## src/rtl/l2_lane_feeder.sv

```systemverilog
// ============================================================================
// Module : l2_lane_feeder
// Brief  : Streams per-dimension squared (or, with KNN_L1_DIST_EN, absolute)
//          query/sample differences four lanes per beat over valid/ready.
// Rev    : 1.0 - initial release
// ============================================================================
`default_nettype none

module l2_lane_feeder #(
  parameter int Bit = 18,
  parameter int FW  = 8,
  parameter int DIM = 8
) (
  input  logic                clk,
  input  logic                rst,
  input  logic                start,
  input  logic [DIM*FW-1:0]   query,
  input  logic [DIM*FW-1:0]   sample,
  input  logic                out_ready,
  output logic [Bit-3:0]      first_l2,
  output logic [Bit-3:0]      second_l2,
  output logic [Bit-3:0]      third_l2,
  output logic [Bit-3:0]      fourth_l2,
  output logic                beat_valid,
  output logic                beat_last,
  output logic                busy,
  output logic                done
);

  localparam int c_NB = DIM / 4;
  localparam int c_KW = (c_NB > 1) ? $clog2(c_NB) : 1;
  localparam logic [c_KW-1:0] c_LAST = c_KW'(c_NB - 1);

  typedef enum logic [0:0] {
    IDLE = 1'b0,
    RUN  = 1'b1
  } state_t;

  state_t              r_state, w_state;
  logic [c_KW-1:0]     r_k, w_k, w_src_k;
  logic [DIM*FW-1:0]   r_q, r_s, w_q, w_s, w_src_q, w_src_s;
  logic [Bit-3:0]      r_lane [4];
  logic [Bit-3:0]      w_lane [4];
  logic [Bit-3:0]      w_calc [4];
  logic                r_valid, w_valid;
  logic                r_last, w_last;
  logic                r_busy, w_busy;
  logic                r_done, w_done;

  function automatic logic [Bit-3:0] lane_val(input logic [FW-1:0] a,
                                              input logic [FW-1:0] b);
    logic signed [FW:0] diff;
    logic [FW:0]        neg;
    logic [FW-1:0]      mag;
`ifndef KNN_L1_DIST_EN
    logic [2*FW-1:0]    sq;
`endif
    diff = $signed({1'b0, a}) - $signed({1'b0, b});
    neg  = -diff;
    mag  = diff[FW] ? neg[FW-1:0] : diff[FW-1:0];
    lane_val = '0;
`ifdef KNN_L1_DIST_EN
    lane_val[FW-1:0] = mag;
`else
    sq = {{FW{1'b0}}, mag} * {{FW{1'b0}}, mag};
    lane_val[2*FW-1:0] = sq;
`endif
    return lane_val;
  endfunction

  // Lanes for the beat about to be presented: beat 0 of the live inputs when
  // starting, otherwise the next beat of the captured vectors.
  always_comb begin
    if (r_state == IDLE) begin
      w_src_q = query;
      w_src_s = sample;
      w_src_k = '0;
    end else begin
      w_src_q = r_q;
      w_src_s = r_s;
      w_src_k = (r_k == c_LAST) ? '0 : r_k + c_KW'(1);
    end
    for (int j = 0; j < 4; j++) begin
      w_calc[j] = lane_val(w_src_q[(4*int'(w_src_k)+j)*FW +: FW],
                           w_src_s[(4*int'(w_src_k)+j)*FW +: FW]);
    end
  end

  always_comb begin
    w_state = r_state;
    w_k     = r_k;
    w_q     = r_q;
    w_s     = r_s;
    w_valid = r_valid;
    w_last  = r_last;
    w_busy  = r_busy;
    w_done  = 1'b0;
    for (int j = 0; j < 4; j++) w_lane[j] = r_lane[j];

    case (r_state)
      IDLE: begin
        if (start) begin
          w_state = RUN;
          w_q     = query;
          w_s     = sample;
          w_k     = '0;
          w_valid = 1'b1;
          w_busy  = 1'b1;
          w_last  = (c_LAST == '0);
          for (int j = 0; j < 4; j++) w_lane[j] = w_calc[j];
        end
      end
      RUN: begin
        if (out_ready) begin
          if (r_k == c_LAST) begin
            w_state = IDLE;
            w_k     = '0;
            w_valid = 1'b0;
            w_busy  = 1'b0;
            w_last  = 1'b0;
            w_done  = 1'b1;
            for (int j = 0; j < 4; j++) w_lane[j] = '0;
          end else begin
            w_k    = w_src_k;
            w_last = (w_src_k == c_LAST);
            for (int j = 0; j < 4; j++) w_lane[j] = w_calc[j];
          end
        end
      end
      default: w_state = IDLE;
    endcase
  end

  always_ff @(posedge clk) begin
    if (!rst) begin
      r_state <= IDLE;
      r_k     <= '0;
      r_q     <= '0;
      r_s     <= '0;
      r_valid <= 1'b0;
      r_last  <= 1'b0;
      r_busy  <= 1'b0;
      r_done  <= 1'b0;
      for (int j = 0; j < 4; j++) r_lane[j] <= '0;
    end else begin
      r_state <= w_state;
      r_k     <= w_k;
      r_q     <= w_q;
      r_s     <= w_s;
      r_valid <= w_valid;
      r_last  <= w_last;
      r_busy  <= w_busy;
      r_done  <= w_done;
      for (int j = 0; j < 4; j++) r_lane[j] <= w_lane[j];
    end
  end

  assign first_l2   = r_lane[0];
  assign second_l2  = r_lane[1];
  assign third_l2   = r_lane[2];
  assign fourth_l2  = r_lane[3];
  assign beat_valid = r_valid;
  assign beat_last  = r_last;
  assign busy       = r_busy;
  assign done       = r_done;

endmodule

`default_nettype wire

```

## config.mk

```make
export PLATFORM = sky130hd
export DESIGN_NAME = l2_lane_feeder
export DESIGN_NICKNAME = d
export VERILOG_FILES = /design/src/rtl/l2_lane_feeder.sv
export SDC_FILE = /design/constraint.sdc
export NUM_CORES = 1
export LEC_CHECK = 0
export CORE_ASPECT_RATIO = 1.5
export CORE_MARGIN = 2
export CORE_UTILIZATION = 55
export DETAILED_ROUTE_END_ITERATION = 8
export PLACE_DENSITY = 0.87
export SYNTH_ARGS = -nofsm -noshare
export SYNTH_HDL_FRONTEND = slang
export SYNTH_SLANG_ARGS = --single-unit
export TNS_END_PERCENT = 50
```

## constraint.sdc

```tcl
create_clock -name clk -period 9.7 [get_ports clk]
set_input_delay 1.94 -clock clk [delete_from_list [all_inputs] [get_ports clk]]
set_output_delay 1.94 -clock clk [all_outputs]
set_load 0.05 [all_outputs]
```

==> results of run 1 <==
final timing paths:
kind | cells after the start | endpoint | slack [ns] | from
setup / recovery | 28 | r_lane[2][15] | 0.63 | sample[16]
hold / removal | 2 | r_q[42] | 0.45 | r_q[42]
setup reg to reg | 28 | r_lane[2][15] | 1.42 | r_k
hold reg to reg | 2 | r_q[42] | 0.45 | r_q[42]
metrics by stage:
stage	cells	worst slack, ns	cell area (um2)	hold slack, ns	utilization [%]
5_1_grt	2517	0.1850	18640	0.4740	65.34
6_report	2517	0.6327	18640	0.4550	65.34
2_1_floorplan	2014	1.647	15840	0.4357	-
3_3_place_gp	2485	0.6383	18030	0.4407	63.21
3_5_place_dp	2485	0.3201	18030	0.4461	63.21
4_1_cts	2517	0.7925	18640	0.4557	65.34
layout by cell type, fill, tap and decap left out, types with 16 or more instances in the layout:
cell type / n
clkdlybuf4s50_1: 195
a22oi_1: 28
or2_2: 25
buf_4: 16
dfxtp_1: 190
ha_1: 152
inv_1: 217
mux2i_1: 68
nand2_1: 342
nor2_1: 198
a21o_1: 19
clkbuf_16: 17
xnor2_1: 64
fa_1: 104
xor2_1: 36
a21oi_1: 220
o21ai_0: 89
nand2b_1: 22
nor3_1: 16
state kept, by name, summed over array words and instances, names as in the netlist:
register,count
busy,1
done,1
r_k,1
r_lane,60
r_q,64
r_s,64
r_state,1
area by class of cell:
type	instances	share of cell area, %
clock buffers	23	2.618
inverters	218	4.404
flip-flops and latches	192	20.66
multi-input cells	1513	58.21
well taps	351	2.356
repair buffers	211	11.12
clock inverters	9	0.6377
kinds of logic (layout without fill, tap and decap cells):
group | after synthesis | in the layout | share of synthesized area [%]
compound gates | 432 | 432 | 15.95
mux | 70 | 70 | 4.442
buf+inv | 309 | 461 | 7.445
xor+xnor | 101 | 101 | 5.636
other cells | 1 | 4 | 0.02369
flops | 192 | 192 | 24.28
simple gates | 650 | 650 | 17.06
fa+ha+maj | 256 | 256 | 25.17
synthesized netlist by cell type, types with 3 or more instances:
cell type | number | share of area [%]
and3_1 | 3 | 0.12
nand2_1 | 342 | 8.1
a32o_1 | 4 | 0.25
a31oi_1 | 8 | 0.32
a211o_1 | 6 | 0.33
o31ai_1 | 5 | 0.24
fa_1 | 104 | 13
buf_4 | 5 | 0.24
nand3_1 | 10 | 0.32
o22ai_1 | 3 | 0.12
o31a_1 | 3 | 0.17
nor2_1 | 198 | 4.7
buf_1 | 9 | 0.21
xor2_1 | 36 | 2.0
a21o_1 | 19 | 0.90
o21bai_1 | 6 | 0.28
xnor2_1 | 64 | 3.5
ha_1 | 152 | 12
nor3_1 | 16 | 0.51
nand2b_1 | 23 | 0.91
a21boi_0 | 5 | 0.24
mux2i_1 | 68 | 4.3
or2_2 | 25 | 0.99
o21a_1 | 10 | 0.47
or3_1 | 7 | 0.28
inv_1 | 217 | 5.1
nor2b_1 | 12 | 0.47
a211oi_1 | 4 | 0.19
clkbuf_1 | 77 | 1.8
a22oi_1 | 28 | 1.3
o211ai_1 | 4 | 0.19
o21ai_0 | 90 | 2.8
a21oi_1 | 221 | 7.0
dfxtp_1 | 192 | 24
nor3b_1 | 7 | 0.33
routing by layer:
layer  wire length, um  part of all wire, %  vias up
met2             20060                   51      391
met4              1404                  3.6        0
met1             16230                   41     6739
met3              1682                  4.3       86
met5                 0                    0        -
li1                  -                    -     6848
critical path: cells and delay by family:
family          cells  cell delay (ns)
compound gates     11             2.63
fa+ha+maj           6             2.52
simple gates        3             0.64
xor+xnor            3             0.95
buf+inv             5             0.74
==> run metrics, run 1 <==
achievable clock frequency=0.1103 GHz; clock sink count=192; DIE HEIGHT=211.8 um; clk buf depth=2; pin count of the biggest net entering global routing=110; final hold violation count=0; Sequential Area=3851 um2; final net count=2541; cts hold-fix bufs=0; Crit path largest cell delay=0.60 ns; skew final=0.01374 ns; MaxCap Viol Count=0; worst skew pair latency=0.47 ns; fillers=2358; GRT busiest layer=met2; worst-path fanout max=10; Final Max Tran Viols=0; CTS tree=yes; Mean Syn Cell Area=7.872 um2; I/O Pins=200; PortBufs=195; yosys warns=0; Slew @ Worst Pin=1.187 ns; Final setup viols=0; # rows=76; Tmin final=9.067 ns; antenna violations before repair=0; Setup TNS Final=0 ns; ys flop type=dfxtp_1; Total Wirelength=39380 um; number of synthesized register bits=192; Setup CP Type=input port to flop; multi-input logic area=10850 um2; Core ar.=28530 um2; crit end category=flop; Min-Delay Path Class=flop to flop; Worst Setup Start Kind=input port; die area=30180 um2; Final Cycle Share=93.48%; ant diodes=0; Die W=142.5 um; share of cells above drive strength 1=4.063%; GR Util met1=31.71%; Post-Syn Area=15830 um2; Distinct cells, synth=58; Post-DRT Antenna Nets=0; GRT met2 Usage=47.20%; WP data required=10.05 ns; CTS Root Cell=clkbuf_16; number of clock buffers inserted by TritonCTS=17; H-Tree Depth=4; WP data arrival=9.42 ns; Total Routing Usage GR=26.45%; Worst-path clk slew=0.07 ns; DR iter-0 viols=908; Seq/Total Area, Yosys=24.28%; vias in the first global route=14130; routability cong.=0.9325; Synth Instances=2011; DP HPWL=29880 um; post-CTS sizing=0; routed via count=14064; mean routed wirelength per cell=15.65 um; Post-synth EDFFs=0; P&R area growth vs syn=17.74%; Async SR Flop Fraction=0%; met3 usage=3.483%; DRC violations left=0; CP max-delay cell=xor2_1; RSZ-0062 raised after global routing=no; postcts setup bufs=0; status=complete, no violations; remaining global-route overflow=0; router iterations before antenna repair=6; global-route wire length before repair=64750 um; via/cell ratio=5.588; initial core utilization=55.49%; Slew headroom=20.86%
Power of run 1 is left out: the tool's default activity adds up to more than one toggle a clock period on the data nets, which glitch-free logic cannot reach.
==> run 2, diff against run 1 <==
Settings changed: CTS_CLUSTER_DIAMETER set to 30.
Clock period 9.7 ns to 11.5 ns, I/O delays scaled along.
==> run 2 against run 1 <==
  * Wire length grew 0.82%
  * Final area shrank 0.22%
  * Hold slack gained 0.00074 ns
  * Clock-buffer cell count shrank 6
  * Largest cell class unchanged
  * Highest routed layer unchanged
==> run metrics, run 2 (same netlist as run 1, synthesis figures left out) <==
status=complete, no violations; Post-DRT Antenna Nets=0; Worst Setup Start Kind=input port; Tmin final=9.456 ns; P&R area growth vs syn=17.48%; fillers=2333; via/cell ratio=5.620; achievable clock frequency=0.1058 GHz; final hold violation count=0; Setup TNS Final=0 ns; PortBufs=195; CP max-delay cell=xor2_1; Worst-path clk slew=0.08 ns; cell family with most CP delay=adder cells; Slew headroom=24.50%; DIE HEIGHT=211.8 um; most frequent cells in the layout=342 x nand2_1, 220 x a21oi_1, 217 x inv_1; Final Max Tran Viols=0; postcts setup bufs=0; Total Routing Usage GR=26.70%; # rows=76; CTS Root Cell=clkbuf_16; WP data required=11.87 ns; Crit path largest cell delay=0.58 ns; vias in the first global route=14015; Final setup viols=0; routed via count=14100; antenna violations before repair=0; router iterations before antenna repair=6; Core ar.=28530 um2; routability cong.=0.9294; remaining global-route overflow=0; MaxCap Viol Count=0; H-Tree Depth=4; final net count=2534; DR iter-0 viols=1012; Die W=142.5 um; crit end category=flop; I/O Pins=200; ant diodes=0; initial core utilization=55.49%; mean routed wirelength per cell=15.82 um; Min-Delay Path Class=flop to flop; Largest regs=r_q (64), r_s (64), r_lane (60); reg2reg start=r_state; DRC violations left=0; Slew @ Worst Pin=1.130 ns; Total Wirelength=39700 um; pin count of the biggest net entering global routing=81; worst-path fanout max=10; Final Cycle Share=82.22%; RSZ-0062 raised after global routing=no; CP bufs+invs=5; worst skew pair latency=0.47 ns; cts hold-fix bufs=0; CP dominant cell by count=fa_1; post-CTS sizing=0; number of clock buffers inserted by TritonCTS=17; clock sink count=192; clk buf depth=2; Setup CP Type=input port to flop; hold wc startpoint=r_q[8]; DP HPWL=30050 um; WP data arrival=9.82 ns; most common cell after layout, fill and taps aside=nand2_1; die area=30180 um2; skew final=0.009734 ns; share of cells above drive strength 1=3.800%; CTS tree=yes; crit path launch=query[16]; global-route wire length before repair=65070 um
run 2: worst register-to-register path, delay by kind of cell, from the launching register on:
| family | cells | cell delay [ns] |
|---|---|---|
| AOI/OAI and AO/OA | 12 | 2.52 |
| buffers and inverters | 5 | 0.85 |
| DFF | 1 | 0.84 |
| xor gates and xnor gates | 1 | 0.58 |
| adders and majority gates | 7 | 3.04 |
| and+or+nand+nor | 3 | 0.71 |
run 2: path summary, 6_finish.rpt:
path	end	slack (ns)	cells past startpoint
worst max-delay path	r_lane[2][15]	2.04	27
worst min-delay path	r_q[8]	0.46	2
worst max register to register	r_lane[2][15]	2.85	28
worst min register to register	r_q[8]	0.46	2
run 2: through the flow:
stage          instances  cell area, um2  hold WS (ns)  setup WS, ns  utilization (%)
2_1_floorplan       2014           15840        0.4357         3.087                -
5_1_grt             2509           18600        0.4689         1.536            65.19
6_report            2509           18600        0.4557         2.044            65.19
4_1_cts             2509           18600        0.4578         2.152            65.19
3_3_place_gp        2478           17980        0.4407         2.098            63.03
3_5_place_dp        2478           17980        0.4467         1.880            63.03
run 2: cell type report:
cell class / count / area (um2) / area share [%]
flip-flops and latches: 192 / 3851 / 20.71
repair buffers: 204 / 2019 / 10.86
clock inverters: 14 / 192.7 / 1.036
inverters: 218 / 820.8 / 4.413
well taps: 351 / 439.2 / 2.361
clock buffers: 17 / 425.4 / 2.287
multi-input cells: 1513 / 10850 / 58.34
run 2: routing by layer:
layer / vias up / part of all wire [%] / track usage [%]
li1: 6834 / - / -
met1: 6764 / 41 / 31.49
met2: 415 / 51 / 47.58
met3: 87 / 5.1 / 4.071
met4: 0 / 3.6 / 11.92
met5: - / 0 / 0
Power of run 2 is left out for the same reason.
